<file path="src/rtl/pp_sequencer.sv">
// Session controller for the SMA / second-moment preprocessor: flushes it on
// start, feeds it accepted ticks, and tracks window fill and output validity.
module pp_sequencer #(
  parameter int DATA_WIDTH   = 8,
  parameter int PIPE_LAT     = 2,
  parameter int FLUSH_CYCLES = 4
) (
  input  logic                  clk,
  input  logic                  rst,
  input  logic                  start,
  input  logic                  stop,
  input  logic                  tick_valid,
  input  logic [DATA_WIDTH-1:0] tick_data,
  output logic                  tick_ready,
  output logic                  pp_enable,
  output logic [DATA_WIDTH-1:0] pp_data,
  output logic                  pp_rst,
  output logic [5:0]            win_ready,
  output logic                  mom_ready,
  output logic                  feat_valid,
  output logic [7:0]            sample_count,
  output logic [1:0]            state
);

  localparam logic [1:0] S_IDLE   = 2'd0;
  localparam logic [1:0] S_FLUSH  = 2'd1;
  localparam logic [1:0] S_WARMUP = 2'd2;
  localparam logic [1:0] S_RUN    = 2'd3;

  localparam int FC_W = $clog2(FLUSH_CYCLES + 1);

  logic [FC_W-1:0]     flush_cnt;
  logic [PIPE_LAT-1:0] lat_pipe;
  logic [1:0]          state_nxt;
  logic                flush_entry;
  logic                flush_done;
  logic                accept;
  logic [7:0]          count_inc;
  logic [5:0]          win_hits;

  assign tick_ready = (state == S_WARMUP || state == S_RUN) && !stop && !start;
  assign accept     = tick_valid && tick_ready;
  assign count_inc  = (sample_count == 8'hFF) ? 8'hFF : sample_count + 8'd1;
  assign flush_done = (flush_cnt == FC_W'(FLUSH_CYCLES - 1));
  assign feat_valid = lat_pipe[PIPE_LAT-1];

  // Bit i of win_hits corresponds to window {5,10,20,50,100,200}[i].
  assign win_hits = {count_inc >= 8'd200, count_inc >= 8'd100, count_inc >= 8'd50,
                     count_inc >= 8'd20,  count_inc >= 8'd10,  count_inc >= 8'd5};

  // Start wins over stop only from IDLE; in an active session stop wins.
  always_comb begin
    state_nxt = state;
    case (state)
      S_IDLE: begin
        if (start) state_nxt = S_FLUSH;
      end
      S_FLUSH: begin
        if (stop)            state_nxt = S_IDLE;
        else if (start)      state_nxt = S_FLUSH;
        else if (flush_done) state_nxt = S_WARMUP;
      end
      S_WARMUP: begin
        if (stop)                         state_nxt = S_IDLE;
        else if (start)                   state_nxt = S_FLUSH;
        else if (accept && win_hits[5])   state_nxt = S_RUN;
      end
      S_RUN: begin
        if (stop)       state_nxt = S_IDLE;
        else if (start) state_nxt = S_FLUSH;
      end
    endcase
  end

  // A restart from within FLUSH counts as a fresh entry.
  assign flush_entry = (state_nxt == S_FLUSH) && ((state != S_FLUSH) || start);

  always_ff @(posedge clk or posedge rst) begin
    if (rst) begin
      state        <= S_IDLE;
      flush_cnt    <= '0;
      lat_pipe     <= '0;
      pp_enable    <= 1'b0;
      pp_data      <= '0;
      pp_rst       <= 1'b0;
      win_ready    <= 6'd0;
      mom_ready    <= 1'b0;
      sample_count <= 8'd0;
    end else begin
      state     <= state_nxt;
      pp_rst    <= (state_nxt == S_FLUSH);
      pp_enable <= accept;
      if (accept) pp_data <= tick_data;

      if (flush_entry)           flush_cnt <= '0;
      else if (state == S_FLUSH) flush_cnt <= flush_cnt + FC_W'(1);

      // Entering FLUSH discards any pulse still travelling through the latency pipe.
      if (flush_entry) lat_pipe <= '0;
      else             lat_pipe <= (lat_pipe << 1) | PIPE_LAT'(pp_enable);

      if (flush_entry) begin
        sample_count <= 8'd0;
        win_ready    <= 6'd0;
        mom_ready    <= 1'b0;
      end else if (accept) begin
        sample_count <= count_inc;
        win_ready    <= win_ready | win_hits;
        mom_ready    <= mom_ready | (count_inc >= 8'd20);
      end
    end
  end

endmodule

</file>
<file path="config.mk">
export PLATFORM = sky130hd
export DESIGN_NAME = pp_sequencer
export DESIGN_NICKNAME = d
export VERILOG_FILES = /design/src/rtl/pp_sequencer.sv
export SDC_FILE = /design/constraint.sdc
export NUM_CORES = 1
export LEC_CHECK = 0
export ABC_AREA = 1
export CAP_MARGIN = 20
export CORE_ASPECT_RATIO = 1.25
export CORE_MARGIN = 3
export CORE_UTILIZATION = 36
export CTS_BUF_LIST = sky130_fd_sc_hd__clkbuf_16
export CTS_CLUSTER_SIZE = 28
export DETAILED_ROUTE_END_ITERATION = 10
export PLACE_DENSITY = 0.61
export SYNTH_ARGS = -nofsm -noshare
export SYNTH_HDL_FRONTEND = slang
export SYNTH_SLANG_ARGS = --single-unit
</file>
<file path="constraint.sdc">
create_clock -name clk -period 1.7 [get_ports clk]
set_clock_uncertainty 0.05 [all_clocks]
set_input_delay 0.425 -clock clk [delete_from_list [all_inputs] [get_ports clk]]
set_output_delay 0.425 -clock clk [all_outputs]
set_load 0.05 [all_outputs]
</file>
# ---- Word level (Yosys, flattened, before mapping)
# Cells that the tools add are included.
dict set report classes {
  addsub 2
  multipliers 0
  n_div 0
  magnitude_cmp 6
  eq_ne 7
  shift 0
  n_mux 19
  n_bitwise 3
  n_reduce_logical 12
}
# operator n
set op_table {}
lappend op_table {{2-to-1 mux 8 bit} 3}
lappend op_table {{2-to-1 mux 2 bit} 9}
lappend op_table {{2-to-1 mux 6 bit} 2}
lappend op_table {{adder 8 x 1 -> 8 bit (second input constant)} 1}
lappend op_table {{equality test 8 bit (second input constant)} 1}
lappend op_table {{>= comparator 8 x 3 -> 1 bit (second input constant)} 1}
lappend op_table {{>= comparator 8 x 4 -> 1 bit (second input constant)} 1}
lappend op_table {{>= comparator 8 x 5 -> 1 bit (second input constant)} 1}
lappend op_table {{>= comparator 8 x 6 -> 1 bit (second input constant)} 1}
lappend op_table {{>= comparator 8 x 7 -> 1 bit (second input constant)} 1}
lappend op_table {{>= comparator 8 bit (second input constant)} 1}
lappend op_table {{one-hot mux 2 bit (4 select lines)} 1}
lappend op_table {{2-to-1 mux 3 bit} 2}
lappend op_table {{bitwise OR 6 bit} 1}
lappend op_table {{logical AND 1 bit} 5}
lappend op_table {{equality test 2 x 1 -> 1 bit (second input constant)} 2}
lappend op_table {{equality test 2 bit (second input constant)} 2}
lappend op_table {{nonzero test 2 bit} 2}
lappend op_table {{adder 3 x 1 -> 3 bit (second input constant)} 1}
lappend op_table {{equality test 3 x 2 -> 1 bit (second input constant)} 1}
lappend op_table {{logical NOT 1 bit} 2}
lappend op_table {{logical NOT 2 bit} 1}
lappend op_table {{logical OR 1 bit} 2}
lappend op_table {{2-to-1 mux 1 bit} 2}
lappend op_table {{3 further kinds} 3}
dict set report word_totals {
  register_bits 32
  latchBits 0
  ramBits 0
  romBits 0
  output_inout_bits 29
  elab_cells 58
  n_memories 0
}

# ---- Depth between registers and ports, before layout
dict set report depth {
  ltp_word 13
  mapped_depth 15
  mapped_depth_nobuf 14
}

# ---- Worst setup path after synthesis
# No wires, ideal clock.
dict set report synth_path {
  kind {reg-to-reg}
  from {register sample_count[0]}
  to {register mom_ready}
  setup_time_ns 0.118
  t_arrival_ns 2.068
  required_time_ns 1.532
  setup_slack_ns -0.536
  stages_incl_launch_ff 14
  n_path_buf 1
  period_less_slack_ns 2.236
  path_cell_list {dfrtp_1 > ha_1 > nand2_2 > o21bai_1 > nand3_1 > a21oi_1 > nand2_1 > nand2_1 > nand2_1 > nand3_2 > nand3_2 > buf_6 > o21ai_1 > inv_1}
}
dict set report synth_via {
  elab_chain_cells 11
  word_cells_on_any_way 16
  cone_classes {add/sub: 1; order compare: 2; eq/ne: 2; mux: 7; bitwise: 1; reduce/logical: 3}
}
# item line
set synth_lines {}
lappend synth_lines {{from (decl)} 21} ;# output logic [7:0] sample_count,
lappend synth_lines {{from (signal assigned)} 107} ;# sample_count <= count_inc;
lappend synth_lines {{adder 8 x 1 -> 8 bit or equality test 8 bit (tied branches)} 43} ;# assign count_inc = (sample_count == 8'hFF) ? 8'hFF : sample_count + 8'd1;
lappend synth_lines {{2-to-1 mux 8 bit *} 43}
lappend synth_lines {{>= comparator 8 bit *} 48} ;# assign win_hits = {count_inc >= 8'd200, count_inc >= 8'd100, count_inc >= 8'd50,
lappend synth_lines {{logical AND 1 bit *} 66} ;# else if (accept && win_hits[5]) state_nxt = S_RUN;
lappend synth_lines {{2-to-1 mux 2 bit *} 66}
lappend synth_lines {{2-to-1 mux 2 bit *} 65} ;# else if (start) state_nxt = S_FLUSH;
lappend synth_lines {{2-to-1 mux 2 bit *} 64} ;# if (stop) state_nxt = S_IDLE;
lappend synth_lines {{one-hot mux 2 bit (4 select lines) *} 54} ;# case (state)
lappend synth_lines {{net state_nxt[0]} 34} ;# logic [1:0] state_nxt;
lappend synth_lines {{equality test 2 x 1 -> 1 bit *} 76} ;# assign flush_entry = (state_nxt == S_FLUSH) && ((state != S_FLUSH) || start);
lappend synth_lines {{logical AND 1 bit *} 76}
lappend synth_lines {{2-to-1 mux 1 bit or nonzero test 2 bit (tied branches)} n/a}
lappend synth_lines {{to (signal assigned)} 109} ;# mom_ready <= mom_ready | (count_inc >= 8'd20);
lappend synth_lines {{to (decl)} 19} ;# output logic mom_ready,
# Mark *: on every way through the listed nets, which the timed path passes. The rest lies on a longest branch. The select of a mux whose other input is x is not followed.
# A chain may end at the register's enable or synchronous reset.

# ---- Worst setup path in the final report
dict set report layout_path {
  from {register sample_count[1]}
  to {register sample_count[3]}
}
dict set report layout_via {
  elab_chain_cells 11
  word_cells_on_any_way 14
  cone_classes {add/sub: 1; order compare: 1; eq/ne: 2; mux: 7; reduce/logical: 3}
}
# item line
set layout_lines {}
lappend layout_lines {{adder 8 x 1 -> 8 bit or equality test 8 bit (tied branches)} 43}
lappend layout_lines {{2-to-1 mux 8 bit *} 43}
lappend layout_lines {{>= comparator 8 bit *} 48}
lappend layout_lines {{logical AND 1 bit *} 66}
lappend layout_lines {{2-to-1 mux 2 bit *} 66}
lappend layout_lines {{2-to-1 mux 2 bit *} 65}
lappend layout_lines {{2-to-1 mux 2 bit *} 64}
lappend layout_lines {{one-hot mux 2 bit (4 select lines) *} 54}
lappend layout_lines {{net state_nxt[0]} 34}
lappend layout_lines {{equality test 2 x 1 -> 1 bit *} 76}
lappend layout_lines {{logical AND 1 bit *} 76}
lappend layout_lines {{2-to-1 mux 8 bit or nonzero test 2 bit (tied branches)} n/a}
# Marks and branches as above.

==> results_dict.tcl <==
set metrics [dict create \
    ios 42 \
    maxUsedRoutingLayer "met4" \
    wl_met1_um 1955 \
    cts_tree "yes" \
    die-height_um 82.64 \
    routed-wl-met2_um 2898 \
    wl_per_cell_um 14.54 \
    ys_seq_area_share_pct 47.34 \
    hold_buffers 0 \
    timing.final.crit_share_pct 119.9 \
    first_global_vias 1729 \
    port_buffers 41 \
    power.leakage_nw 1.676 \
    hold_path.class "reg -> reg" \
    maxSlewViolCount 0 \
    initialDrtViolationCount 97 \
    path_class "reg -> reg" \
    syn_area_mm2 0.001692 \
    ys_ff_latch 32 \
    final_layout_size_suffix_gt1_share_pct 54.72 \
    rows 27 \
    clk_pin_slew_ns 0.05 \
    yosys.area.top_type "dfrtp_1" \
    wl_met3_um 256 \
    drc 0 \
    start_util_pct 37.93 \
    clk_latency_ns 0.28 \
    fin_crit_ns 2.038 \
    synth_top_area_share_pct 47.34 \
    rsz0062_at_grt "true" \
    setup_ws_ns -0.3381 \
    required_ns 1.82 \
    grt-ovfl-total 0 \
    crit_path_start_kind "flop" \
    postRouteAntennaNets 0 \
    syn_area_per_cell_um2 7.868 \
    syn2layout_area_growth_pct 94.97 \
    numPlacedInstances 347 \
    netlist-cell-type-count 25 \
    place.gp.congestion 0.9105 \
    syn-num-nets 231 \
    cts-buffers-inserted 5 \
    tightest_slew_ns 0.3322 \
    netlist_instances 215 \
    arrival_ns 2.16 \
    nFillCells 303 \
    antenna_cells 0 \
    max_freq_mhz 490.6 \
    synthTopCellsByArea "dfrtp_1 47%, nand2_1 14%, inv_1 5.3%" \
    relSlewSlack_pct 77.62 \
    setup_viol 22 \
    endpoint_kind "flop" \
    violations "negative setup slack" \
    cts_sinks 32 \
    synth_warnings 0 \
    final-hold-violation-count 0 \
    wl_um 5307 \
    drtPass1Iterations 4 \
    antenna_found_initial 0 \
    status "complete, but fails checks" \
    die_width_um 67.31 \
    grt_max_degree 33 \
    p_per_area_mw_per_mm2 821.9 \
    grt_usage_pct 18.70 \
    num_vias 1790 \
    root_buffer "clkbuf_16" \
    h-tree-depth 2 \
    core_area_mm2 0.004459 \
    fin_nets 322 \
    die_area_mm2 0.005563 \
    crit_fanout 5 \
    vias_per_cell 4.904 \
    hpwl_um 3120 \
    vdd_drop_max_uv 862.5 \
    grt_pass1_wl_um 7783 \
    whs_ns 0.4274 \
    finalNonFillerCells 365 \
    maxCapViolCount 0 \
    clockBufferDepth 2 \
]
[per-stage QoR]
step                instance area, µm²  utilization, %  setup TNS [ns]  power, W  setup WS [ns]
finish                            3298           73.96          -6.358  0.002711        -0.3381
global route                      3298           73.96          -9.448  0.002818        -0.4799
CTS                               3124           70.06          -4.104  0.002640        -0.2287
detailed placement                2790           62.57          -14.59  0.001506        -0.5715
global placement                  2790           62.57          -12.68  0.001497        -0.4761
floorplan                         1753               -          -5.042  0.001226        -0.2682
[where the power goes]
group,switching [W],internal (W)
Clock,0.000317,0.000682
Combinational,0.000430,0.000405
Sequential,0.0000520,0.000825
[layout by cell type, fill, tap and decap left out, types with 8 or more instances in the layout]
| cell type | netlist | layout |
|---|---|---|
| buf_4 | 0 | 39 |
| buf_12 | 0 | 31 |
| nand2_2 | 4 | 15 |
| dfrtp_1 | 32 | 23 |
| nand2_1 | 64 | 45 |
| inv_2 | 17 | 20 |
| nand2_4 | 1 | 8 |
| nand3_1 | 14 | 9 |
| dfrtp_2 | 0 | 9 |
| inv_1 | 24 | 21 |
| clkdlybuf4s50_1 | 0 | 10 |
| nor2_1 | 14 | 10 |
[what timing repair did]
| item | in CTS | in global routing |
|---|---|---|
| pin swaps | 5 | 9 |
| buffers inserted | 7 | 2 |
| endpoints found under the hold margin | 0 | 0 |
| setup endpoints to repair | 30 | 31 |
| gates cloned | 2 | 1 |
| gates resized for setup | 29 | 30 |
[worst paths after layout]
path	to	startpoint	slack (ns)	cells past startpoint
min reg2reg	lat_pipe[1]	lat_pipe[0]	0.43	2
max reg2reg	sample_count[3]	sample_count[1]	-0.34	15
max in group asynchronous	state[1]	rst	0.97	3
max	sample_count[3]	sample_count[1]	-0.34	15
min	lat_pipe[1]	lat_pipe[0]	0.43	2
min in group asynchronous	pp_data[3]	rst	0.44	3
[metal layers]
metal,track usage (%),up-vias
met2,33.53,66
met3,5.007,20
li1,-,844
met4,8.519,0
met1,20.27,860
met5,0,-
[cell type report]
type | instances | area (µm²) | area share, %
clock buffer | 5 | 125.1 | 3.794
clock inverter | 3 | 38.79 | 1.176
inverter | 41 | 157.7 | 4.780
multi-input combinational | 137 | 948.4 | 28.76
sequential | 32 | 812.0 | 24.62
tap | 58 | 72.57 | 2.200
timing repair buffer | 88 | 1136 | 34.45
timing repair inverter | 1 | 7.507 | 0.2276
[worst max-delay path, cell delays in order (launching register included)]
cell and delay (ns):
dfrtp_2 0.40, buf_6 0.13, nand2_4 0.06, nor2_4 0.14, nand2_1 0.08, nand2_1 0.09
nand2_2 0.08, a21oi_2 0.15, nand2_2 0.08, nand2_2 0.08, nand2_2 0.06, nand3_4 0.08
nand3_4 0.15, clkbuf_16 0.21, nand2_2 0.06, inv_2 0.03
[cells by family (layout without fill, tap and decap cells)]
| kind of cell | count (synthesis) | count (layout) | synth area share (%) |
|---|---|---|---|
| and+or+nand+nor | 106 | 106 | 28.55 |
| DFF | 32 | 32 | 47.34 |
| AOI/OAI and AO/OA | 26 | 26 | 9.762 |
| xor gates and xnor gates | 2 | 2 | 1.036 |
| adders and majority gates | 3 | 3 | 2.219 |
| buffers and inverters | 46 | 138 | 11.09 |
[flip-flops by register name, summed over array words and instances (netlist names)]
signal / cells
flush_cnt: 3
lat_pipe: 2
mom_ready: 1
pp_data: 8
pp_enable: 1
pp_rst: 1
sample_count: 8
state: 2
win_ready: 6
[cell usage after synthesis]
| master | number |
|---|---|
| buf_6 | 2 |
| ha_1 | 3 |
| nand3_1 | 14 |
| o21ai_2 | 5 |
| o21ai_1 | 3 |
| nand3_2 | 3 |
| xor2_1 | 1 |
| nand2_4 | 1 |
| clkbuf_1 | 3 |
| a211oi_1 | 2 |
| dfrtp_1 | 32 |
| nor2_1 | 14 |
| nand2_2 | 4 |
| a21oi_1 | 5 |
| nand3b_1 | 1 |
| xnor2_1 | 1 |
| inv_2 | 17 |
| o21bai_1 | 2 |
| inv_1 | 24 |
| o21ai_0 | 5 |
| nor2_4 | 3 |
| o31ai_1 | 1 |
| nand2_1 | 64 |
| nor2_2 | 2 |
| a31oi_1 | 3 |
No activity file was read; power rests on OpenSTA's default activity.
